$ cat config.mk
export PLATFORM = sky130hd
export DESIGN_NAME = lfsr_crypt_engine_flat
export DESIGN_NICKNAME = d
export VERILOG_FILES = /design/src/rtl/lfsr_crypt_engine_if.sv /design/src/rtl/lfsr_crypt_engine.sv /design/src/flat_wrapper.sv
export SDC_FILE = /design/constraint.sdc
export NUM_CORES = 1
export LEC_CHECK = 0
export CORE_UTILIZATION = 50
export DETAILED_ROUTE_END_ITERATION = 16
export MAX_ROUTING_LAYER = met4
export PLACE_DENSITY = 0.69
export SLEW_MARGIN = 40
export SYNTH_ARGS = -nofsm -noshare
export SYNTH_HDL_FRONTEND = slang
export SYNTH_SLANG_ARGS = --single-unit
$ cat constraint.sdc
create_clock -name clk -period 6.3 [get_ports clk]
set_clock_uncertainty 0.1 [all_clocks]
set_input_delay 1.575 -clock clk [delete_from_list [all_inputs] [get_ports clk]]
set_output_delay 1.575 -clock clk [all_outputs]
set_load 0.02 [all_outputs]
$ cat src/rtl/lfsr_crypt_engine_if.sv
`default_nettype none
// ============================================================================
// Module      : lfsr_crypt_engine_if
// Description : Control, status and byte-stream bundle for lfsr_crypt_engine.
//               "master" drives commands and input bytes; "slave" is the engine.
// Revision    : 1.0 - initial release
// ============================================================================
interface lfsr_crypt_engine_if #(
   parameter int LW   = 7,
   parameter int NPAT = 9
);
   localparam int DW  = LW + 1;
   localparam int PSW = (NPAT > 1) ? $clog2(NPAT) : 1;

   logic           start;
   logic           mode;
   logic [PSW-1:0] pat_sel;
   logic [LW-1:0]  init_state;
   logic [7:0]     len;
   logic           in_valid;
   logic           in_ready;
   logic [DW-1:0]  in_data;
   logic           out_valid;
   logic           out_ready;
   logic [DW-1:0]  out_data;
   logic           ack;
   logic [PSW-1:0] pat_found;
   logic [7:0]     par_err_cnt;
   logic           search_fail;
   logic           ambig;

   modport master (
      output start, mode, pat_sel, init_state, len, in_valid, in_data, out_ready,
      input  in_ready, out_valid, out_data, ack, pat_found, par_err_cnt,
             search_fail, ambig
   );

   modport slave (
      input  start, mode, pat_sel, init_state, len, in_valid, in_data, out_ready,
      output in_ready, out_valid, out_data, ack, pat_found, par_err_cnt,
             search_fail, ambig
   );
endinterface
`default_nettype wire

$ cat src/rtl/lfsr_crypt_engine.sv
`default_nettype none
// ============================================================================
// Module      : lfsr_crypt_engine
// Description : LFSR stream cipher with parity-carrying bytes. Encrypt uses a
//               selected tap pattern and seed; decrypt recovers the seed from
//               the first pad byte and identifies the tap pattern by tracking
//               all candidates over the leading pad bytes.
// Revision    : 1.0 - initial release
// ============================================================================
module lfsr_crypt_engine #(
   parameter int LW      = 7,
   parameter int NPAT    = 9,
   parameter logic [NPAT*LW-1:0] TAPS = {7'h7B, 7'h7E, 7'h5C, 7'h69, 7'h6A,
                                         7'h72, 7'h78, 7'h48, 7'h60},
   parameter int PRE_MIN = 10,
   parameter int OFS     = 'h20
) (
   input  logic               clk,
   input  logic               rst,
   lfsr_crypt_engine_if.slave bus
);
   localparam int DW  = LW + 1;
   localparam int PSW = (NPAT > 1) ? $clog2(NPAT) : 1;

   localparam logic [DW-1:0]  c_ofs      = DW'(OFS);
   localparam logic [7:0]     c_pre_last = 8'(PRE_MIN - 1);
   localparam logic [PSW:0]   c_npat     = (PSW + 1)'(NPAT);

   typedef enum logic [1:0] {S_IDLE = 2'd0, S_RUN = 2'd1, S_DONE = 2'd2} state_t;

   function automatic logic [LW-1:0] lfsr_step(input logic [LW-1:0] s,
                                               input logic [LW-1:0] tap);
      return {s[LW-2:0], ^(s & tap)};
   endfunction

   function automatic logic [LW-1:0] tap_of(input logic [PSW-1:0] idx);
      logic [LW-1:0] r;
      r = TAPS[LW-1:0];
      for (int k = 0; k < NPAT; k++)
         if (idx == PSW'(k)) r = TAPS[k*LW +: LW];
      return r;
   endfunction

   function automatic logic [PSW-1:0] lowest(input logic [NPAT-1:0] m);
      logic [PSW-1:0] r;
      r = '0;
      for (int k = NPAT - 1; k >= 0; k--)
         if (m[k]) r = PSW'(k);
      return r;
   endfunction

   state_t         state_q, state_d;
   logic           mode_q, mode_d;
   logic [7:0]     len_q, len_d;
   logic [7:0]     in_cnt_q, in_cnt_d;
   logic [7:0]     out_cnt_q, out_cnt_d;
   logic [LW-1:0]  s_q, s_d;
   logic [LW-1:0]  cand_q [NPAT];
   logic [LW-1:0]  cand_d [NPAT];
   logic [NPAT-1:0] alive_q, alive_d;
   logic           search_q, search_d;
   logic [PSW-1:0] pat_q, pat_d;
   logic           out_valid_q, out_valid_d;
   logic [DW-1:0]  out_data_q, out_data_d;
   logic           ack_q, ack_d;
   logic [7:0]     par_err_q, par_err_d;
   logic           search_fail_q, search_fail_d;
   logic           ambig_q, ambig_d;

   logic           w_in_ready, w_in_fire, w_out_fire;
   logic [LW-1:0]  w_pred [NPAT];
   logic [NPAT-1:0] w_match;
   logic [NPAT-1:0] w_new_alive;
   logic [PSW-1:0] w_sel;
   logic [LW-1:0]  w_used;
   logic [LW-1:0]  w_enc_c;

   // Each candidate predicts the next state from its own tap pattern.
   for (genvar k = 0; k < NPAT; k++) begin : g_cand
      assign w_pred[k]  = lfsr_step(cand_q[k], TAPS[k*LW +: LW]);
      assign w_match[k] = (w_pred[k] == bus.in_data[LW-1:0]);
   end

   assign w_in_ready = (state_q == S_RUN) && (!out_valid_q || bus.out_ready) &&
                       (in_cnt_q < len_q);
   assign w_in_fire  = bus.in_valid && w_in_ready;
   assign w_out_fire = out_valid_q && bus.out_ready;

   // Next-state logic: command capture, byte processing and tap search.
   always_comb begin
      state_d       = state_q;
      mode_d        = mode_q;
      len_d         = len_q;
      in_cnt_d      = in_cnt_q;
      out_cnt_d     = out_cnt_q;
      s_d           = s_q;
      cand_d        = cand_q;
      alive_d       = alive_q;
      search_d      = search_q;
      pat_d         = pat_q;
      out_valid_d   = out_valid_q;
      out_data_d    = out_data_q;
      ack_d         = ack_q;
      par_err_d     = par_err_q;
      search_fail_d = search_fail_q;
      ambig_d       = ambig_q;
      w_new_alive   = alive_q & w_match;
      w_sel         = '0;
      w_used        = '0;
      w_enc_c       = '0;

      case (state_q)
         S_IDLE, S_DONE: begin
            if (bus.start) begin
               mode_d        = bus.mode;
               len_d         = bus.len;
               in_cnt_d      = 8'd0;
               out_cnt_d     = 8'd0;
               out_valid_d   = 1'b0;
               par_err_d     = 8'd0;
               search_fail_d = 1'b0;
               ambig_d       = 1'b0;
               ack_d         = (bus.len == 8'd0);
               state_d       = (bus.len == 8'd0) ? S_DONE : S_RUN;
               if (!bus.mode) begin
                  pat_d    = ({1'b0, bus.pat_sel} < c_npat) ? bus.pat_sel : '0;
                  s_d      = (bus.init_state == '0) ? LW'(1) : bus.init_state;
                  search_d = 1'b0;
               end else begin
                  pat_d    = '0;
                  s_d      = '0;
                  search_d = 1'b1;
                  alive_d  = '1;
               end
            end
         end

         S_RUN: begin
            if (w_out_fire) begin
               out_valid_d = 1'b0;
               out_cnt_d   = out_cnt_q + 8'd1;
               if (out_cnt_q == len_q - 8'd1) begin
                  state_d = S_DONE;
                  ack_d   = 1'b1;
               end
            end
            if (w_in_fire) begin
               in_cnt_d    = in_cnt_q + 8'd1;
               out_valid_d = 1'b1;
               if (!mode_q) begin
                  w_enc_c    = (bus.in_data[LW-1:0] - c_ofs[LW-1:0]) ^ s_q;
                  out_data_d = {^w_enc_c, w_enc_c};
                  s_d        = lfsr_step(s_q, tap_of(pat_q));
               end else begin
                  if ((bus.in_data[DW-1] != ^bus.in_data[LW-1:0]) && (par_err_q != 8'hFF))
                     par_err_d = par_err_q + 8'd1;
                  if (search_q) begin
                     if (in_cnt_q == 8'd0) begin
                        // First pad byte exposes the state directly.
                        w_new_alive = alive_q;
                        for (int k = 0; k < NPAT; k++) cand_d[k] = bus.in_data[LW-1:0];
                        w_used = bus.in_data[LW-1:0];
                        w_sel  = lowest(w_new_alive);
                     end else begin
                        for (int k = 0; k < NPAT; k++) cand_d[k] = w_pred[k];
                        if (w_new_alive == '0) begin
                           // Nobody matched: keep the best guess from before.
                           w_sel         = lowest(alive_q);
                           search_fail_d = 1'b1;
                        end else begin
                           w_sel = lowest(w_new_alive);
                        end
                        for (int k = 0; k < NPAT; k++)
                           if (w_sel == PSW'(k)) w_used = w_pred[k];
                     end
                     alive_d = w_new_alive;
                     if ((w_new_alive == '0) || (in_cnt_q == c_pre_last) ||
                         (in_cnt_q == len_q - 8'd1)) begin
                        search_d = 1'b0;
                        pat_d    = w_sel;
                        ambig_d  = |(w_new_alive & (w_new_alive - NPAT'(1)));
                        s_d      = lfsr_step(w_used, tap_of(w_sel));
                     end
                  end else begin
                     w_used = s_q;
                     s_d    = lfsr_step(s_q, tap_of(pat_q));
                  end
                  out_data_d = {1'b0, bus.in_data[LW-1:0] ^ w_used} + c_ofs;
               end
            end
         end

         default: state_d = S_IDLE;
      endcase
   end

   // State and datapath registers with asynchronous clear.
   always_ff @(posedge clk or posedge rst) begin
      if (rst) begin
         state_q       <= S_IDLE;
         mode_q        <= 1'b0;
         len_q         <= 8'd0;
         in_cnt_q      <= 8'd0;
         out_cnt_q     <= 8'd0;
         s_q           <= '0;
         for (int k = 0; k < NPAT; k++) cand_q[k] <= '0;
         alive_q       <= '0;
         search_q      <= 1'b0;
         pat_q         <= '0;
         out_valid_q   <= 1'b0;
         out_data_q    <= '0;
         ack_q         <= 1'b0;
         par_err_q     <= 8'd0;
         search_fail_q <= 1'b0;
         ambig_q       <= 1'b0;
      end else begin
         state_q       <= state_d;
         mode_q        <= mode_d;
         len_q         <= len_d;
         in_cnt_q      <= in_cnt_d;
         out_cnt_q     <= out_cnt_d;
         s_q           <= s_d;
         cand_q        <= cand_d;
         alive_q       <= alive_d;
         search_q      <= search_d;
         pat_q         <= pat_d;
         out_valid_q   <= out_valid_d;
         out_data_q    <= out_data_d;
         ack_q         <= ack_d;
         par_err_q     <= par_err_d;
         search_fail_q <= search_fail_d;
         ambig_q       <= ambig_d;
      end
   end

   assign bus.in_ready    = w_in_ready;
   assign bus.out_valid   = out_valid_q;
   assign bus.out_data    = out_data_q;
   assign bus.ack         = ack_q;
   assign bus.pat_found   = pat_q;
   assign bus.par_err_cnt = par_err_q;
   assign bus.search_fail = search_fail_q;
   assign bus.ambig       = ambig_q;
endmodule
`default_nettype wire

$ cat src/flat_wrapper.sv
// flat-port wrapper written by rule: the top's interface ports become plain ports
module lfsr_crypt_engine_flat 
#(
   parameter int LW      = 7,
   parameter int NPAT    = 9,
   parameter logic [NPAT*LW-1:0] TAPS = {7'h7B, 7'h7E, 7'h5C, 7'h69, 7'h6A,
                                         7'h72, 7'h78, 7'h48, 7'h60},
   parameter int PRE_MIN = 10,
   parameter int OFS     = 'h20
)
  (clk, rst, bus_start, bus_mode, bus_pat_sel, bus_init_state, bus_len, bus_in_valid, bus_in_data, bus_out_ready, bus_in_ready, bus_out_valid, bus_out_data, bus_ack, bus_pat_found, bus_par_err_cnt, bus_search_fail, bus_ambig);
  lfsr_crypt_engine_if #(.LW(LW), .NPAT(NPAT)) bus_i ();
  input  logic clk;
  input  logic rst;
  input wire logic [$bits(bus_i.start)-1:0] bus_start;
  input wire logic [$bits(bus_i.mode)-1:0] bus_mode;
  input wire logic [$bits(bus_i.pat_sel)-1:0] bus_pat_sel;
  input wire logic [$bits(bus_i.init_state)-1:0] bus_init_state;
  input wire logic [$bits(bus_i.len)-1:0] bus_len;
  input wire logic [$bits(bus_i.in_valid)-1:0] bus_in_valid;
  input wire logic [$bits(bus_i.in_data)-1:0] bus_in_data;
  input wire logic [$bits(bus_i.out_ready)-1:0] bus_out_ready;
  output wire logic [$bits(bus_i.in_ready)-1:0] bus_in_ready;
  output wire logic [$bits(bus_i.out_valid)-1:0] bus_out_valid;
  output wire logic [$bits(bus_i.out_data)-1:0] bus_out_data;
  output wire logic [$bits(bus_i.ack)-1:0] bus_ack;
  output wire logic [$bits(bus_i.pat_found)-1:0] bus_pat_found;
  output wire logic [$bits(bus_i.par_err_cnt)-1:0] bus_par_err_cnt;
  output wire logic [$bits(bus_i.search_fail)-1:0] bus_search_fail;
  output wire logic [$bits(bus_i.ambig)-1:0] bus_ambig;
  assign bus_i.start = bus_start;
  assign bus_i.mode = bus_mode;
  assign bus_i.pat_sel = bus_pat_sel;
  assign bus_i.init_state = bus_init_state;
  assign bus_i.len = bus_len;
  assign bus_i.in_valid = bus_in_valid;
  assign bus_i.in_data = bus_in_data;
  assign bus_i.out_ready = bus_out_ready;
  assign bus_in_ready = bus_i.in_ready;
  assign bus_out_valid = bus_i.out_valid;
  assign bus_out_data = bus_i.out_data;
  assign bus_ack = bus_i.ack;
  assign bus_pat_found = bus_i.pat_found;
  assign bus_par_err_cnt = bus_i.par_err_cnt;
  assign bus_search_fail = bus_i.search_fail;
  assign bus_ambig = bus_i.ambig;
  lfsr_crypt_engine #(.LW(LW), .NPAT(NPAT), .TAPS(TAPS), .PRE_MIN(PRE_MIN), .OFS(OFS)) u_core (.clk(clk), .rst(rst), .bus(bus_i));
endmodule
==> results.md <==
* Antenna cells at 0
* Clock transition at path regs at 0.06 ns
* Top cells by area, synth: dfrtp_1 35%, xnor2_1 8.3%, o21ai_0 6.1%
* Seq/Total Area, Yosys at 35.3%
* Slew HR at between 40 and 50%
* # resized after CTS at 0
* Maximum vdd ir drop at 307 µV
* DRC errors left at 4
* H-tree depth at 4
* Row count at 49
* Via count at 8126
* Synthesized area at between 9000 and 10000 µm²
* Grt ovf at 0
* P&R area growth vs syn at 16.3%
* Setup TNS at 0 ns
* Synth Register Bits at between 100 and 150
* Chip height at 138 µm
* FILL cells at 1612
* Slew Viols, Final at 0
* Final period util at around 93%
* Met3 wire length at 2.14 mm
* Initial Utilization at 51.3%
* Slew @ Worst Pin at a little under 0.8 ns
* IO Pins at a little under 60
* CTS sink count at 131
* Port bufs at 57
* Vias/cell at 5.93
* Post-CTS Hold Fix Bufs at 0
* Crit-path max FO at 7
* PnR Total Power at 6.38 mW
* Pin count of the biggest net entering global routing at 131
* Wl on met1 at 13.5 mm
* Failing checks: DRC
* Total Wirelength at 28.9 mm
* Post-synthesis area per instance at 8.60 µm²
* DIE WIDTH at 138 µm
* Met2 WL at 12.8 mm
* Post-synth net total at ~1100
* Crit path time final at around 5.9 ns
* CTS buffer count at 17
* GRT Overall Usage at about 32%
* Clk root buf: clkbuf_16
* Max layer used: met4
* Startpoint Class: input port
* Largest buffer count on any clock path at 2
* Max Cap Viol at 0
* CTS tree: yes
* Pleak at 4.48 nW
* GPL Wtd Cong at 1.01
* Number of enable flip-flop cells after synthesis at 0
* Detailed Place HPWL at 21.4 mm
* PwrDens at 591 nW/µm²
* Synth Flop Type: dfrtp_1
* # Post-CTS Setup Buffers at 0
* RSZ-0062 raised after global routing: no
* Antenna viol nets, final at 0
* Final Hold Fails at 0
* Yosys warns at 0
* CORE AREA at 18100 µm²
* Outcome: finished with violations
* CP arrival at 6.11 ns
* Initial DRC Count at 871
* WL/cell at 21.1 µm
* Initial antenna violation count at 0
* Die area at between 15000 and 20000 µm²
* Layout cells sized above 1 at about a tenth
* Post-synth top area share at a little over a third
* Fmax achieved at ~170 MHz
* Crit. End Element: flop
* WHS at 0.383 ns
* Clk_lat worst skew at 0.44 ns
* Pre-Repair DR Iteration Count at 11
* Finish-stage setup viols at 0
* Vias in the first global route at 7744
* First-pass GRT wire length at 45.6 mm
* Post-Syn Instances at about 1100
* Synth cell types at 81
* Synth area leader: dfrtp_1
* Min-Delay Path Class: flop to flop
* Nets at 1177
* CP Data Required Time at about 6.5 ns
* Critical path class: input port to flop
* Asr flop ratio synth at 100%
## power breakdown
part	internal [mW]	switching, mW	total [mW]
Clock	0.597	0.411	1.01
Sequential	1.17	0.562	1.73
Combinational	1.58	2.06	3.64
Total	3.35	3.04	6.38
## metrics by stage
step | setup slack [ns] | area, µm² | cells | utilization (%)
6_report | 0.434 | 10800 | 1370 | 59.7
3_5_place_dp | 0.0429 | 10200 | 1339 | 56.4
5_1_grt | 0.262 | 10800 | 1370 | 59.7
2_1_floorplan | 0.717 | 9290 | 1080 | -
4_1_cts | 0.479 | 10800 | 1370 | 59.7
3_3_place_gp | 0.0643 | 10200 | 1337 | 56.3
## worst max-delay path, stage by stage
cell and delay (ns):
clkdlybuf4s50_1 0.59, xnor3_1 0.46, and3_4 0.21, or4_4 0.54, nor4_4 0.39, or2_4 0.25, mux4_2 0.51, a32o_1 0.29
a311oi_1 0.37, mux2i_1 0.24, o31a_1 0.18, xnor3_1 0.32, a41oi_2 0.20
## metal layers
layer | global-route usage (%) | vias to the layer above
li1 | - | 3921
met1 | 46.1 | 3907
met2 | 47.2 | 268
met3 | 6.41 | 30
met4 | 8.40 | 0
met5 | - | -
## final timing paths
path,start,endpoint,slack (ns),cells after the start
max in group asynchronous,rst,u_core.cand_q[29],3.59,3
min in group asynchronous,rst,u_core.cand_q[14],1.55,2
max,bus_in_data[0],u_core.s_q[0],0.43,13
max reg2reg,u_core.cand_q[47],u_core.s_q[0],1.42,13
min reg2reg,u_core.bus.out_data[3],u_core.bus.out_data[3],0.38,2
min,u_core.bus.out_data[3],u_core.bus.out_data[3],0.38,2
## layout make-up
type | instances | area, µm² | area share [%]
multi-input cells | 853 | 5590 | 51.8
inverters | 23 | 93.8 | 0.869
clock buffers | 18 | 439 | 4.07
flip-flops and latches | 131 | 3280 | 30.4
clock inverters | 13 | 153 | 1.41
repair buffers | 103 | 957 | 8.87
well taps | 229 | 287 | 2.65
## logic make-up (layout without fill, tap and decap cells)
family,after synthesis,after routing,synth area share (%)
compound gates,308,308,20.6
fa+ha+maj,16,16,2.13
flops,131,131,35.3
mux,18,18,2.29
xor+xnor,158,158,16.6
buf+inv,96,157,4.77
simple gates,353,353,18.4
## layout by cell type (no fill, tap or decap), types with 17 or more instances in the layout
cell type        synthesis  layout
o21ai_0                114     113
nand2_1                135     135
nor2_1                  67      67
inv_1                   23      22
nor3_1                  22      22
a21oi_1                 90      89
dfrtp_1                131     131
xnor2_1                 88      88
xor2_1                  58      58
clkbuf_16                0      17
buf_4                    6      42
nand3_1                 30      30
clkdlybuf4s50_1          0      57
## synthesized netlist by cell type, types with 6 or more instances
master and instances:
a31oi_1 8, ha_1 15, mux2i_1 12, o211ai_1 16, nand2_1 135, nor2_1 67, xnor2_1 88, nor2b_1 9
buf_2 10, a21oi_1 90, nor4_1 8, and3_1 9, dfrtp_1 131, nand3_1 30, and2_1 9, xor2_1 58
o21a_1 8, a211oi_1 13, or4_1 8, nor3_1 22, o21ai_0 114, nand3b_1 6, inv_1 23, xnor3_1 9
nand4_1 16, clkbuf_1 49, buf_4 6, nand2b_1 10
## flip-flops by register name, summed over array words and instances (netlist names), 2 cells and up
signal / flops
u_core.cand_q: 63
u_core.alive_q: 9
u_core.bus.out_data: 8
u_core.bus.par_err_cnt: 8
u_core.in_cnt_q: 8
u_core.len_q: 8
u_core.out_cnt_q: 8
u_core.s_q: 7
u_core.bus.pat_found: 4
u_core.state_q: 2
Note: power is estimated with default switching activity, not from simulation.
